--- src/rtl/nums_loader.sv ---
// nums_loader: synchronises and debounces the operand-entry buttons, packs eight
// 4-bit switch values into a 32-bit word and runs the start/clear handshake.

module nums_loader_debounce #(
  parameter int unsigned DB_CYCLES = 500000
) (
  input  logic clk_i,
  input  logic rst_ni,
  input  logic level_i,
  output logic pulse_o
);

  localparam int unsigned CW = $clog2(DB_CYCLES + 1);
  localparam logic [CW-1:0] CNT_LAST = CW'(DB_CYCLES - 1);

  logic [CW-1:0] cnt_q;
  logic          db_q;
  logic          db_prev_q;

  // NOTE: sequential state uses non-blocking assignments so every flop samples
  // the pre-edge value of its neighbours regardless of statement order.
  always_ff @(posedge clk_i or negedge rst_ni) begin
    if (!rst_ni) begin
      cnt_q <= '0;
      db_q  <= 1'b0;
    end else if (level_i == db_q) begin
      cnt_q <= '0;
    end else if (cnt_q == CNT_LAST) begin
      // DB_CYCLES consecutive differing samples seen: accept the new level.
      cnt_q <= '0;
      db_q  <= level_i;
    end else begin
      cnt_q <= cnt_q + CW'(1);
    end
  end

  always_ff @(posedge clk_i or negedge rst_ni) begin
    if (!rst_ni) begin
      db_prev_q <= 1'b0;
      pulse_o   <= 1'b0;
    end else begin
      db_prev_q <= db_q;
      pulse_o   <= db_q & ~db_prev_q;
    end
  end

endmodule

module nums_loader #(
  parameter int unsigned DB_CYCLES = 500000
) (
  input  logic        clk_i,
  input  logic        rst_ni,
  input  logic [3:0]  sw_i,
  input  logic        enter_i,
  input  logic        clear_i,
  input  logic        valid_i,
  output logic [31:0] nums_o,
  output logic        start_clear_o,
  output logic [3:0]  count_o,
  output logic        done_o
);

  typedef enum logic [1:0] {
    COLLECT,
    RUN,
    DONE,
    RELEASE
  } state_e;

  state_e      state_q, state_d;
  logic [31:0] nums_d;
  logic [3:0]  count_d;
  logic        start_clear_d;
  logic        done_d;

  logic [3:0]  sw_meta_q, sw_sync_q;
  logic [1:0]  btn_meta_q, btn_sync_q;
  logic        enter_p, clear_p;

  // Two-flop synchronisers; bit 0 is enter, bit 1 is clear.
  always_ff @(posedge clk_i or negedge rst_ni) begin
    if (!rst_ni) begin
      sw_meta_q  <= '0;
      sw_sync_q  <= '0;
      btn_meta_q <= '0;
      btn_sync_q <= '0;
    end else begin
      sw_meta_q  <= sw_i;
      sw_sync_q  <= sw_meta_q;
      btn_meta_q <= {clear_i, enter_i};
      btn_sync_q <= btn_meta_q;
    end
  end

  nums_loader_debounce #(
    .DB_CYCLES (DB_CYCLES)
  ) u_db_enter (
    .clk_i   (clk_i),
    .rst_ni  (rst_ni),
    .level_i (btn_sync_q[0]),
    .pulse_o (enter_p)
  );

  nums_loader_debounce #(
    .DB_CYCLES (DB_CYCLES)
  ) u_db_clear (
    .clk_i   (clk_i),
    .rst_ni  (rst_ni),
    .level_i (btn_sync_q[1]),
    .pulse_o (clear_p)
  );

  // NOTE: the operand word is reset even though it is a data register, because
  // the sorting core must see zeros in every slot not yet entered.
  always_ff @(posedge clk_i or negedge rst_ni) begin
    if (!rst_ni) begin
      state_q       <= COLLECT;
      nums_o        <= '0;
      count_o       <= '0;
      start_clear_o <= 1'b0;
      done_o        <= 1'b0;
    end else begin
      state_q       <= state_d;
      nums_o        <= nums_d;
      count_o       <= count_d;
      start_clear_o <= start_clear_d;
      done_o        <= done_d;
    end
  end

  // NOTE: every output of this block is given a hold value first, so no path
  // through the case statement leaves a signal unassigned and no latch appears.
  always_comb begin
    state_d       = state_q;
    nums_d        = nums_o;
    count_d       = count_o;
    start_clear_d = start_clear_o;
    done_d        = done_o;

    case (state_q)
      COLLECT: begin
        if (clear_p) begin
          nums_d  = '0;
          count_d = '0;
        end else if (enter_p && (count_o < 4'd8)) begin
          nums_d[{count_o[2:0], 2'b00} +: 4] = sw_sync_q;
          count_d = count_o + 4'd1;
          if (count_o == 4'd7) begin
            state_d       = RUN;
            start_clear_d = 1'b1;
          end
        end
      end
      RUN: begin
        // The core cannot be aborted: button pulses are ignored here.
        if (valid_i) begin
          state_d = DONE;
          done_d  = 1'b1;
        end
      end
      DONE: begin
        if (clear_p) begin
          state_d       = RELEASE;
          start_clear_d = 1'b0;
          done_d        = 1'b0;
        end
      end
      RELEASE: begin
        // Hold the core in clear until it drops its valid flag.
        if (!valid_i) begin
          state_d = COLLECT;
          nums_d  = '0;
          count_d = '0;
        end
      end
      default: begin
        state_d = COLLECT;
      end
    endcase
  end

  a_count_max: assert property (@(posedge clk_i) disable iff (!rst_ni)
    count_o <= 4'd8);

  a_done_implies_start: assert property (@(posedge clk_i) disable iff (!rst_ni)
    done_o |-> start_clear_o);

endmodule

--- config.mk ---
export PLATFORM = sky130hd
export DESIGN_NAME = nums_loader
export DESIGN_NICKNAME = d
export VERILOG_FILES = /design/src/rtl/nums_loader.sv
export SDC_FILE = /design/constraint.sdc
export NUM_CORES = 1
export LEC_CHECK = 0
export ABC_AREA = 0
export BUFFER_PORTS_ARGS = -buffer_cell sky130_fd_sc_hd__clkbuf_2
export CELL_PAD_IN_SITES_DETAIL_PLACEMENT = 1
export CELL_PAD_IN_SITES_GLOBAL_PLACEMENT = 2
export CORE_MARGIN = 3
export CORE_UTILIZATION = 35
export CTS_CLUSTER_DIAMETER = 200
export DETAILED_ROUTE_END_ITERATION = 12
export GPL_ROUTABILITY_DRIVEN = 0
export PLACE_DENSITY_LB_ADDON = 0.1
export SLEW_MARGIN = 20
export SYNTH_ARGS = -nofsm -noshare
export SYNTH_HDL_FRONTEND = slang
export SYNTH_HIERARCHICAL = 1
export SYNTH_SLANG_ARGS = --single-unit
--- constraint.sdc ---
create_clock -name clk_i -period 1.9 [get_ports clk_i]
set_input_delay 0 -clock clk_i [delete_from_list [all_inputs] [get_ports clk_i]]
set_output_delay 0 -clock clk_i [all_outputs]
set_load 0.03 [all_outputs]
Word-level counts from Yosys, hierarchy flattened
Cells that the tools add are included.
Storage, ports and cells
  bits in registers: 96
  bits of input ports: 9
  logic and storage cells: 83
  output and inout bits: 38
Operators by class
  shifts and indexed selects: 2
  equality and inequality tests: 15
  reductions and logical operators: 11
  add/sub/neg operators: 4
  multiplexer cells: 27
  order comparisons: 1
  bitwise operators: 6
Operators by type and width (count)
  32-bit two-way mux: 3
  19-bit two-way mux: 4
  32-bit case mux with 2 select lines: 1
  19-bit by 1-bit adder with 19-bit output (second input constant): 2
  19-bit == test (second input constant): 2
  32-bit bitwise mux: 1
  4-bit by 7-bit variable shift with 32-bit output (first input constant): 1
  4-bit by 7-bit indexed part select with 32-bit output: 1
  2-bit two-way mux: 6
  4-bit two-way mux: 3
  2-bit inequality test (second input constant): 5
  2-bit case mux with 4 select lines: 1
  4-bit case mux with 2 select lines: 1
  5-bit negation with 7-bit output: 1
  3-bit AND reduction: 2
  6-bit AND reduction: 1
  2-bit nonzero test: 3
  1-bit two-way mux: 5
  5-bit AND reduction: 1
  4-bit by 1-bit adder with 4-bit output (second input constant): 1
  2-bit == test (second input constant): 2
  4-bit by 3-bit == test with 1-bit output (second input constant): 1
  4-bit < comparator (second input constant): 1
  1-bit inverter: 4
  9 further kinds: 13

Depth between registers and ports, before layout
Gate-level depths: netlist (run 1).
  depth after elaboration: 6
  mapped depth: 8
  gate-level depth less buffers: 7

Cells and area by module
Netlist (run 1), hierarchy kept.
Modules (own cells, without submodules)
  nums_loader: area each 2212.1 sq um, cells each 169, times used 1, seq. area each 1301.2 sq um
  nums_loader_debounce: area each 1086.0 sq um, cells each 106, times used 2, seq. area each 550.5 sq um

Least setup slack after synthesis (run 1)
Ideal clock, no wire load.
  path type: register to register
  start: register count_o[0]
  end: register nums_o[24]
  setup slack: -0.278 ns
  clock period less this slack: 2.178 ns
  arrival: 2.057 ns
  library setup time: 0.121 ns
  cell stages (with the launch flop): 9
  required time: 1.779 ns
  buffers on the path: 1
  cell sequence: dfrtp_1 buf_4 inv_1 ha_1 ha_1 nand2b_1 nor4_2 o21ai_1 a22o_1
On the way
  longest elaborated chain between the ends: 6
  elaborated cells on any way between the ends: 11
  those cells by class: add/sub: 1; order compare: 1; eq/ne: 1; shift: 2; mux: 4; reduce/logical: 2
RTL lines
  start, declared: line 60  | output logic [3:0] count_o,
  start signal, assigned: line 126  | count_o <= count_d;
  5-bit negation with 7-bit output: line 147  | nums_d[{count_o[2:0], 2'b00} +: 4] = sw_sync_q;
  4-bit by 7-bit indexed part select with 32-bit output / 4-bit by 7-bit variable shift with 32-bit output (equally long branches): line 147
  32-bit bitwise mux: line 147
  32-bit two-way mux: line 146  | end else if (enter_p && (count_o < 4'd8)) begin
  32-bit two-way mux: line 143  | if (clear_p) begin
  32-bit case mux with 2 select lines: line 141  | case (state_q)
  end signal, assigned: line 125  | nums_o <= nums_d;
  end, declared: line 58  | output logic [31:0] nums_o,
Parallel ways exist; a longest one is shown, timed or not. The select of a mux whose other input is x is not followed.
A chain may end at the register's enable or synchronous reset.

Worst setup path after layout (run 1)
  start: register u_db_clear.cnt_q[9]
  end: register u_db_clear.db_q
On the way
  longest elaborated chain between the ends: 2
RTL lines
  start, declared: line 16  | logic [CW-1:0] cnt_q;
  start signal, assigned: line 33  | cnt_q <= cnt_q + CW'(1);
  19-bit == test: line 28  | end else if (cnt_q == CNT_LAST) begin
  2-bit AND reduction (no source line)
  end signal, assigned: line 31  | db_q <= level_i;
  end, declared: line 17  | logic db_q;
No other way between the ends.

==> impl_metrics.ini, run 1 <==
[run_status]
status = finished, final reports clean

[synth]
async_flop_share_pct = 100
synth_nets = 401
synth_top_area_cell = dfrtp_1
ys.flop_type = dfrtp_1
yosys_warnings = 6
yosys-top-cells-area = dfrtp_1 55%, a22o_1 6.4%, xnor2_1 5.2%
synth_seq_cells = 96
synth_cells = 381
ys_types = 50
synth_area_per_cell_um2 = 11.5
yosys.area.top_type_share_pct = 54.8
synth_edf_count = 0
synth.cell_area_um2 = 4380
seq_area_frac_synth_pct = 54.8

[worst_hold_path]
hold_path_class = in -> async

[die]
die_area_um2 = 13900
rows = 40
dieWidth_um = 118
ios = 47
core_um2 = 12100
fp.dieH_um = 118
start_util_pct = 36.2

[layout]
ff_latch_area_um2 = 2410
final_core_util_pct = 45.5
syn_to_final_growth_pct = 25.7
drive_above_1_share_pct = 28.2
multi_input_area_um2 = 1960
fillers = 1377
nNetsFinal = 486
diodes = 0

[cts]
cts_made_buffers = 9
clk_latency_ns = 0.35
clkTransAtPathRegs_ns = 0.07
htree_levels = 3
cts_buffer_depth = 2
cts-root-buf = clkbuf_16
cts_tree = done
clkSinkCount = 96

[setup_path]
start_kind = flip-flop
path_delay_family = simple AND/OR/NAND/NOR gates
path_class = reg -> reg
cp_data_arrival_time_ns = 2.07
crit_slowest_cell = nor4_2
worst-path-buf-inv = 0
cp_max_fo = 2
worst-endpoint-required_ns = 2.14
max_stage_delay_ns = 0.42
endpoint_kind = flip-flop
crit_chain = nor4_1, nand4_1, nor4_2, mux2_2

[timing]
finalHoldViolCount = 0
finalWorstSetupSlack_ns = 0.0611
slew_headroom_pct = 63.7
slew_viol_final = 0
period_needed_ns = 1.84
tns_ns = 0
worst_slew_pin_slew_ns = 0.545
fmax_mhz = 544
rsz0062_at_grt = true
whs_ns = 0.171
period_share_pct = 96.8
setup_viol = 0
fin_skew_ns = 0.00684

[pwr]
ir_drop_mv = 0.424
powerDensity_nw_per_um2 = 893
total_power_uw = 4920
p_leak_uw = 0.00251

[drt]
drtIter0Drc = 197
wl_per_cell_um = 15.6
routed_wl_mm = 9.95
vias_per_cell = 4.91
num_vias = 3137
first_pass_iters = 4
drtAntennaViolNets = 0
drc_errors = 0

[placed_design]
hpwl_mm = 7.26
io_buffers = 46
dp_slack_ns = 0.00176

[run]
drv_cap = 0

[grt]
grt_pass1_vias = 3411
track_usage_pct = 15.4
grt_remaining_overflow = 0
grt_pass1_wl_mm = 17.2
grt_max_degree = 42
antenna_found_initial = 0
==> cell usage in the layout, fill, tap and decap left out, types with 8 or more instances in the layout <==
cell type / Yosys / layout
nand2_1: 16 / 16
a22o_1: 32 / 32
nand4_1: 8 / 8
clkbuf_2: 0 / 45
dlygate4sd3_1: 0 / 8
dfrtp_1: 96 / 93
nand3_1: 16 / 16
buf_4: 3 / 30
xnor2_1: 26 / 26
nor2_1: 45 / 45
clkbuf_16: 0 / 9
inv_1: 16 / 16
nor3_1: 9 / 8
a21oi_1: 9 / 9
==> cells by family (layout without fill, tap and decap cells) <==
logic type	count (synthesis)	count (layout)	share of synthesized area (%)
AND/OR/NAND/NOR	146	146	19.3
adder cells (fa/ha/maj)	11	11	3.14
flip-flops	96	96	54.8
XOR/XNOR	30	30	5.99
multiplexers	7	7	1.68
buffers and inverters	28	118	2.94
AO/OA/AOI/OAI	63	63	12.1
==> synthesized netlist by cell type (3+ instances only) <==
cell type,number
buf_1,4
dfrtp_1,96
mux2_2,3
nor3_2,4
o21ai_0,7
nor4_1,10
nor2_1,45
ha_1,11
xor2_1,4
nor3_1,9
nand2b_1,5
nand4_1,8
buf_4,3
o21ai_1,4
nand2_1,16
xnor2_1,26
nor4_2,3
a21oi_1,9
nor2b_1,6
or3_1,4
nand3_1,16
mux2i_1,4
buf_2,4
inv_1,16
a22o_1,32
==> through the flow <==
step,instances,instance area [um2]
2_1_floorplan,381,4420
3_3_place_gp,615,5050
3_5_place_dp,615,5050
4_1_cts,639,5430
5_1_grt,639,5510
6_report,639,5510
==> worst paths after layout <==
check / startpoint / end / slack [ns] / cells after the start
min in group clk_i: enter_i / btn_meta_q[0] / 0.29 / 2
worst max-delay path: u_db_clear/cnt_q[9] / u_db_clear/db_q / 0.06 / 4
worst max register to register: u_db_clear/cnt_q[9] / u_db_clear/db_q / 0.06 / 4
worst min register to register: btn_meta_q[1] / btn_sync_q[1] / 0.35 / 0
worst min-delay path: rst_ni / state_q[0] / 0.17 / 2
max in group asynchronous: rst_ni / btn_sync_q[0] / 1.07 / 3
==> state kept, by name (all words and copies together), names as in the netlist, 2 cells and up <==
name / cells
btn_meta_q: 2
btn_sync_q: 2
count_o: 4
nums_o: 32
state_q: 2
sw_meta_q: 4
sw_sync_q: 4
u_db_clear/cnt_q: 19
u_db_enter/cnt_q: 19
==> metal layers <==
metal | GRT usage, % | wire length (um)
met5 | 0 | 0
met4 | 6.59 | 199
met3 | 2.59 | 253
met2 | 25.7 | 4900
met1 | 19.7 | 4600
==> what timing repair did <==
action                                  4_1_cts  5_1_grt
gates resized for setup                       1       15
endpoints found under the setup margin        2       36
pin swaps                                     1        3
hold buffers                                  8        0
buffers inserted                              0        0
endpoints found under the hold margin        44        0
==> area by class of cell <==
class,count,area share [%]
clock inverters,6,1.23
inverters,16,1.09
multi-input cells,257,35.5
clock buffers,10,4.15
well taps,168,3.81
flip-flops and latches,96,43.7
repair buffers,86,10.6
==> report_power, final <==
| group | internal, uW | switching [uW] | total (uW) |
|---|---|---|---|
| clock | 1030 | 799 | 1830 |
| combinational | 353 | 580 | 933 |
| sequential | 2100 | 60.3 | 2160 |
(Power assumes the default switching activity.)
==> inputs of run 2 (changes only) <==
- ABC_AREA: 0 -> 1
- CORE_UTILIZATION: 35 -> 32
- SLEW_MARGIN: 20 -> 40
==> run 2 against run 1 <==
  * Die area is 20% higher
  * Synthesized area increased by 11%
  * Fmax up 4.3%
  * Largest cell class unchanged
  * Highest routed layer unchanged
==> impl_metrics.ini, run 2 <==
[drt]
drtIter0Drc = 119
drtAntennaViolNets = 0
routed_wl_mm = 12.6
num_vias = 3982
first_pass_iters = 4
drc_errors = 0
vias_per_cell = 4.68
wl_per_cell_um = 14.8

[synth]
async_flop_share_pct = 100
synth_common_cells = 154 x nand2_1, 96 x dfrtp_1, 81 x nor2_1
yosys.area.top_type_share_pct = 49.5
synth_nets = 605
synth_cells = 585
ys_types = 31
yosys-top-cells-area = dfrtp_1 50%, nand2_1 12%, nand3_1 6.8%
yosysMostFrequentCell = nand2_1
ys.flop_type = dfrtp_1
seq_area_frac_synth_pct = 49.5
synth.cell_area_um2 = 4850
synth_area_per_cell_um2 = 8.29
synth_top_area_cell = dfrtp_1
synth_edf_count = 0
synth_seq_cells = 96
yosys_warnings = 6

[layout]
largest-register = nums_o
multi_input_area_um2 = 2210
final_core_util_pct = 40.0
ff_latch_area_um2 = 2400
syn_to_final_growth_pct = 21.1
reg.largest.list = nums_o: 32 flops, u_db_clear/cnt_q: 19 flops, u_db_enter/cnt_q: 19 flops
nNetsFinal = 681
final_cell_mix = 151 x nand2_1, 94 x dfrtp_1, 81 x nor2_1
diodes = 0
final_common_cell = nand2_1
largest_reg_flops = 32
fillers = 1782
drive_above_1_share_pct = 21.3

[grt]
grt_pass1_vias = 4322
antenna_found_initial = 0
track_usage_pct = 16.1
grt_max_degree = 41
grt_pass1_wl_mm = 21.3
grt_remaining_overflow = 0

[setup_path]
r2r_slack_ns = 0.14
r2r_cells = 9
endpoint_kind = flip-flop
start_kind = flip-flop
cp_data_arrival_time_ns = 2.00
worst-endpoint-required_ns = 2.13
cp_max_fo = 5
path_class = reg -> reg

[timing]
finalHoldViolCount = 0
fin_skew_ns = 0.00860
whs_ns = 0.138
setup_viol = 0
finalWorstSetupSlack_ns = 0.137
fmax_mhz = 567
period_needed_ns = 1.76
period_share_pct = 92.8
slew_headroom_pct = 63.2
slew_viol_final = 0
tns_ns = 0
worst_slew_pin_slew_ns = 0.553

[die]
ios = 47
core_um2 = 14700
start_util_pct = 33.0
dieWidth_um = 129
fp.dieH_um = 129
die_area_um2 = 16700
rows = 44

[worst_hold_path]
min_path_cells = 3
hold_path_class = in -> reg

[run]
drv_cap = 0

[cts]
clkTransAtPathRegs_ns = 0.07
cts_tree = done
cts_buffer_depth = 2
clkSinkCount = 96
cts_made_buffers = 9
cts-root-buf = clkbuf_16
clk_latency_ns = 0.35
htree_levels = 3

[pwr]
powerDensity_nw_per_um2 = 700
p_leak_uw = 0.00289
ir_drop_mv = 0.403
total_power_uw = 4110

[run_status]
status = finished, final reports clean

[placed_design]
io_buffers = 46
dp_slack_ns = 0.0262
hpwl_mm = 9.45
run 2: changes by cell type after synthesis, sizes merged, moves of 5 or more:
cell,delta
nor4,-13
nor2b,-7
nor3,-7
o21ai,+7
nand3,+52
inv,+42
buf,-5
nand2b,-5
nand2,+147
xnor2,-22
a22o,-32
xor2,+10
nor2,+61
run 2: path summary, 6_finish.rpt:
kind                                     from             to
max in group asynchronous              rst_ni         done_o
worst min-delay path                  valid_i         done_o
min in group asynchronous              rst_ni     nums_o[18]
worst max register to register     count_o[1]     nums_o[31]
worst max-delay path               count_o[1]     nums_o[31]
worst min register to register  btn_meta_q[0]  btn_sync_q[0]
run 2: worst max-delay path, stage by stage (launching register included):
cell and delay, ns:
dfrtp_2 0.40, inv_1 0.07, ha_1 0.24, ha_2 0.23, nor2_4 0.16, nand2_2 0.12
o21ai_1 0.15, nand2_1 0.12, nand2_1 0.08, nand2_1 0.07
run 2: layout make-up:
cell class	count	share of cell area (%)
inverters	58	3.71
flip-flops and latches	96	40.9
clock buffers	10	4.07
clock inverters	6	1.11
well taps	184	3.92
repair buffers	72	8.65
multi-input cells	424	37.6
run 2: kinds of logic (layout without fill, tap and decap cells):
group	Yosys count	count (layout)	synth area share (%)
AOI/OAI and AO/OA	33	33	3.89
xor gates and xnor gates	18	18	3.56
adders and majority gates	11	11	2.84
buffers and inverters	65	146	5.83
DFF	96	96	49.5
and+or+nand+nor	362	362	34.4
run 2: repair_timing:
item,in CTS,in global routing
hold buffers,7,0
setup endpoints to repair,0,32
hold endpoints to repair,43,0
buffers inserted,0,4
resized for setup,0,12
run 2: power by group:
part	switching, uW	leakage [uW]	total [uW]	internal (uW)
logic	87.5	0.00145	127	39.2
clock network	841	0.000149	1900	1060
registers	14.8	0.00129	2080	2060
total	943	0.00289	4110	3170
run 2: layer usage:
| layer | vias up | part of all wire [%] | global-route usage, % |
|---|---|---|---|
| li1 | 1996 | - | - |
| met1 | 1924 | 47 | 20.3 |
| met2 | 48 | 50 | 28.0 |
| met3 | 14 | 2.2 | 2.51 |
| met4 | 0 | 1.6 | 5.74 |
| met5 | - | 0 | 0 |
run 2: per-stage QoR:
stage          std cells  cell area, um2
6_report             850            5870
5_1_grt              850            5870
4_1_cts              846            5780
3_5_place_dp         823            5400
3_3_place_gp         823            5400
2_1_floorplan        585            4850
==> inputs of run 3 (changes only) <==
- BUFFER_PORTS_ARGS: -buffer_cell sky130_fd_sc_hd__clkbuf_2 -> not set
- CORE_UTILIZATION: 32 -> 34
- DONT_BUFFER_PORTS: not set -> 1
==> run 3 against run 2 <==
  * The flow now finishes with violations (negative hold slack)
  * Fmax shrank 1.1%
  * Register-to-register slack lost 0.02 ns
  * Critical path depth is the same
  * Critical path type unchanged
==> impl_metrics.ini, run 3 (same netlist as run 2, synthesis figures left out) <==
[pwr]
p_seq_share_pct = 52.4
p_comb_share_pct = 1.7
ir_drop_mv = 0.377
switching_share_pct = 20.9
total_power_uw = 3980
p_leak_uw = 0.00263
power.internal_uw = 3150
powerDensity_nw_per_um2 = 727
clkPwrFrac_pct = 45.9
p_sw_uw = 832

[die]
dieWidth_um = 125
start_util_pct = 34.8
die_area_um2 = 15700
core_um2 = 13900
rows = 43
fp.dieH_um = 125
ios = 47

[grt]
grt_remaining_overflow = 0
antenna_found_initial = 0
track_usage_pct = 16.2
grt_pass1_wl_mm = 20.8
grt_max_degree = 97
grt_pass1_vias = 4115

[layout]
largest-register = nums_o
nNetsFinal = 629
syn_to_final_growth_pct = 12.7
fin_cells = 793
final_cell_mix = 154 x nand2_1, 94 x dfrtp_1, 81 x nor2_1
final_common_cell = nand2_1
largest_reg_flops = 32
drive_above_1_share_pct = 13.2
reg.largest.list = nums_o: 32 flops, u_db_clear/cnt_q: 19 flops, u_db_enter/cnt_q: 19 flops
diodes = 0

[run_status]
violations = negative hold slack
status = finished, violations left

[cts]
cts_made_buffers = 9
htree_levels = 3
clk_latency_ns = 0.35
cts_tree = done
clkTransAtPathRegs_ns = 0.07
cts_buffer_depth = 2
cts-root-buf = clkbuf_16
clkSinkCount = 96
hold_buffers = 7

[setup_path]
worst-endpoint-required_ns = 2.14
path_common_cell = nand2_1
worst-path-buf-inv = 2
path_class = reg -> reg
max_stage_delay_ns = 0.36
cp_data_arrival_time_ns = 2.02
cp_max_fo = 6
crit_chain = inv_1, ha_1, ha_1, inv_2, nand2_1, nor2_2, nand2_1, nand3_1, nand2_1
crit_slowest_cell = dfrtp_2
endpoint_kind = flip-flop
path_delay_family = simple AND/OR/NAND/NOR gates
start_kind = flip-flop

[timing]
fmax_mhz = 561
period_share_pct = 93.8
slew_headroom_pct = 71.9
fin_skew_ns = 0.00948
rsz0062_at_grt = true
setup_viol = 0
finalHoldViolCount = 96
slew_viol_final = 0
whs_ns = -0.655
worst_slew_pin_slew_ns = 0.417
period_needed_ns = 1.78

[run]
drv_cap = 0

[worst_hold_path]
hold_path_class = in -> async

[drt]
routed_wl_mm = 12.0
num_vias = 3808
first_pass_iters = 4
drtIter0Drc = 169
drc_errors = 0
vias_per_cell = 4.80
drtAntennaViolNets = 0
wl_per_cell_um = 15.1

[placed_design]
dp.cells = 771
hpwl_mm = 8.83
io_buffers = 0
run 3: cell types whose count changed in the layout (fill, tap and decap cells not counted), moves of 2 or more:
cell      delta
o21ai_1      -2
inv_6        -2
clkbuf_1     +4
buf_12       -5
buf_4        -2
nor2_2       +4
nor2_4       -4
clkbuf_2    -45
clkinv_2     -2
nand2_2      -3
nand2_1      +3
ha_1         +2
run 3: layout make-up:
class                           count  area, um2
Sequential cell                    96       2400
Clock buffer                       14        254
Clock inverter                      1       30.0
Fill cell                        1678       8470
Inverter                           58        218
Timing Repair Buffer               20        168
Multi-Input combinational cell    424       2170
Tap cell                          180        225
run 3: worst reg2reg max path, delay by kind of cell, from the launching register on:
family / cells / cell delay, ns
flip-flops: 1 / 0.36
buffers and inverters: 2 / 0.19
AND/OR/NAND/NOR: 5 / 0.57
adder cells (fa/ha/maj): 2 / 0.55
run 3: final timing paths:
kind	startpoint	end	slack [ns]	cells after the start
min in group clk_i	valid_i	state_q[0]	0.03	5
min reg2reg	btn_meta_q[1]	btn_sync_q[1]	0.34	0
max reg2reg	count_o[1]	nums_o[27]	0.12	9
max in group asynchronous	rst_ni	u_db_clear/cnt_q[4]	2.34	0
max	count_o[1]	nums_o[27]	0.12	9
min	rst_ni	state_q[0]	-0.66	0
run 3: timing repair:
item,4_1_cts,5_1_grt
hold endpoints to repair,103,96
gates resized for setup,0,3
setup endpoints to repair,0,14
setup buffers,0,0
run 3: routing by layer:
layer  share of wire [%]  wire length, um  global-route usage (%)
met5                   0                0                       0
met4                 1.5              182                    5.42
met3                 2.9              351                    2.99
met2                  49             5890                    27.1
met1                  46             5580                    21.1
run 3: stage by stage:
step	setup TNS, ns	setup WS (ns)	area [um2]	utilization (%)	hold slack [ns]
2_1_floorplan	0	0.0554	4850	-	-0.296
3_3_place_gp	0	0.194	5110	36.7	-0.293
3_5_place_dp	0	0.130	5110	36.7	-0.293
4_1_cts	0	0.0704	5470	39.2	-0.673
5_1_grt	-0.0758	-0.0186	5470	39.2	-0.675
6_report	0	0.117	5470	39.2	-0.655
run 3: power by group through the flow:
stage | sequential, uW | clock, uW | combinational [uW]
floorplan | 2120 | 0 | 41.7
global placement | 2120 | 0 | 59.6
detailed placement | 2120 | 0 | 60.2
CTS | 2080 | 1890 | 71.7
global route | 2080 | 1980 | 80.8
finish | 2080 | 1830 | 69.4
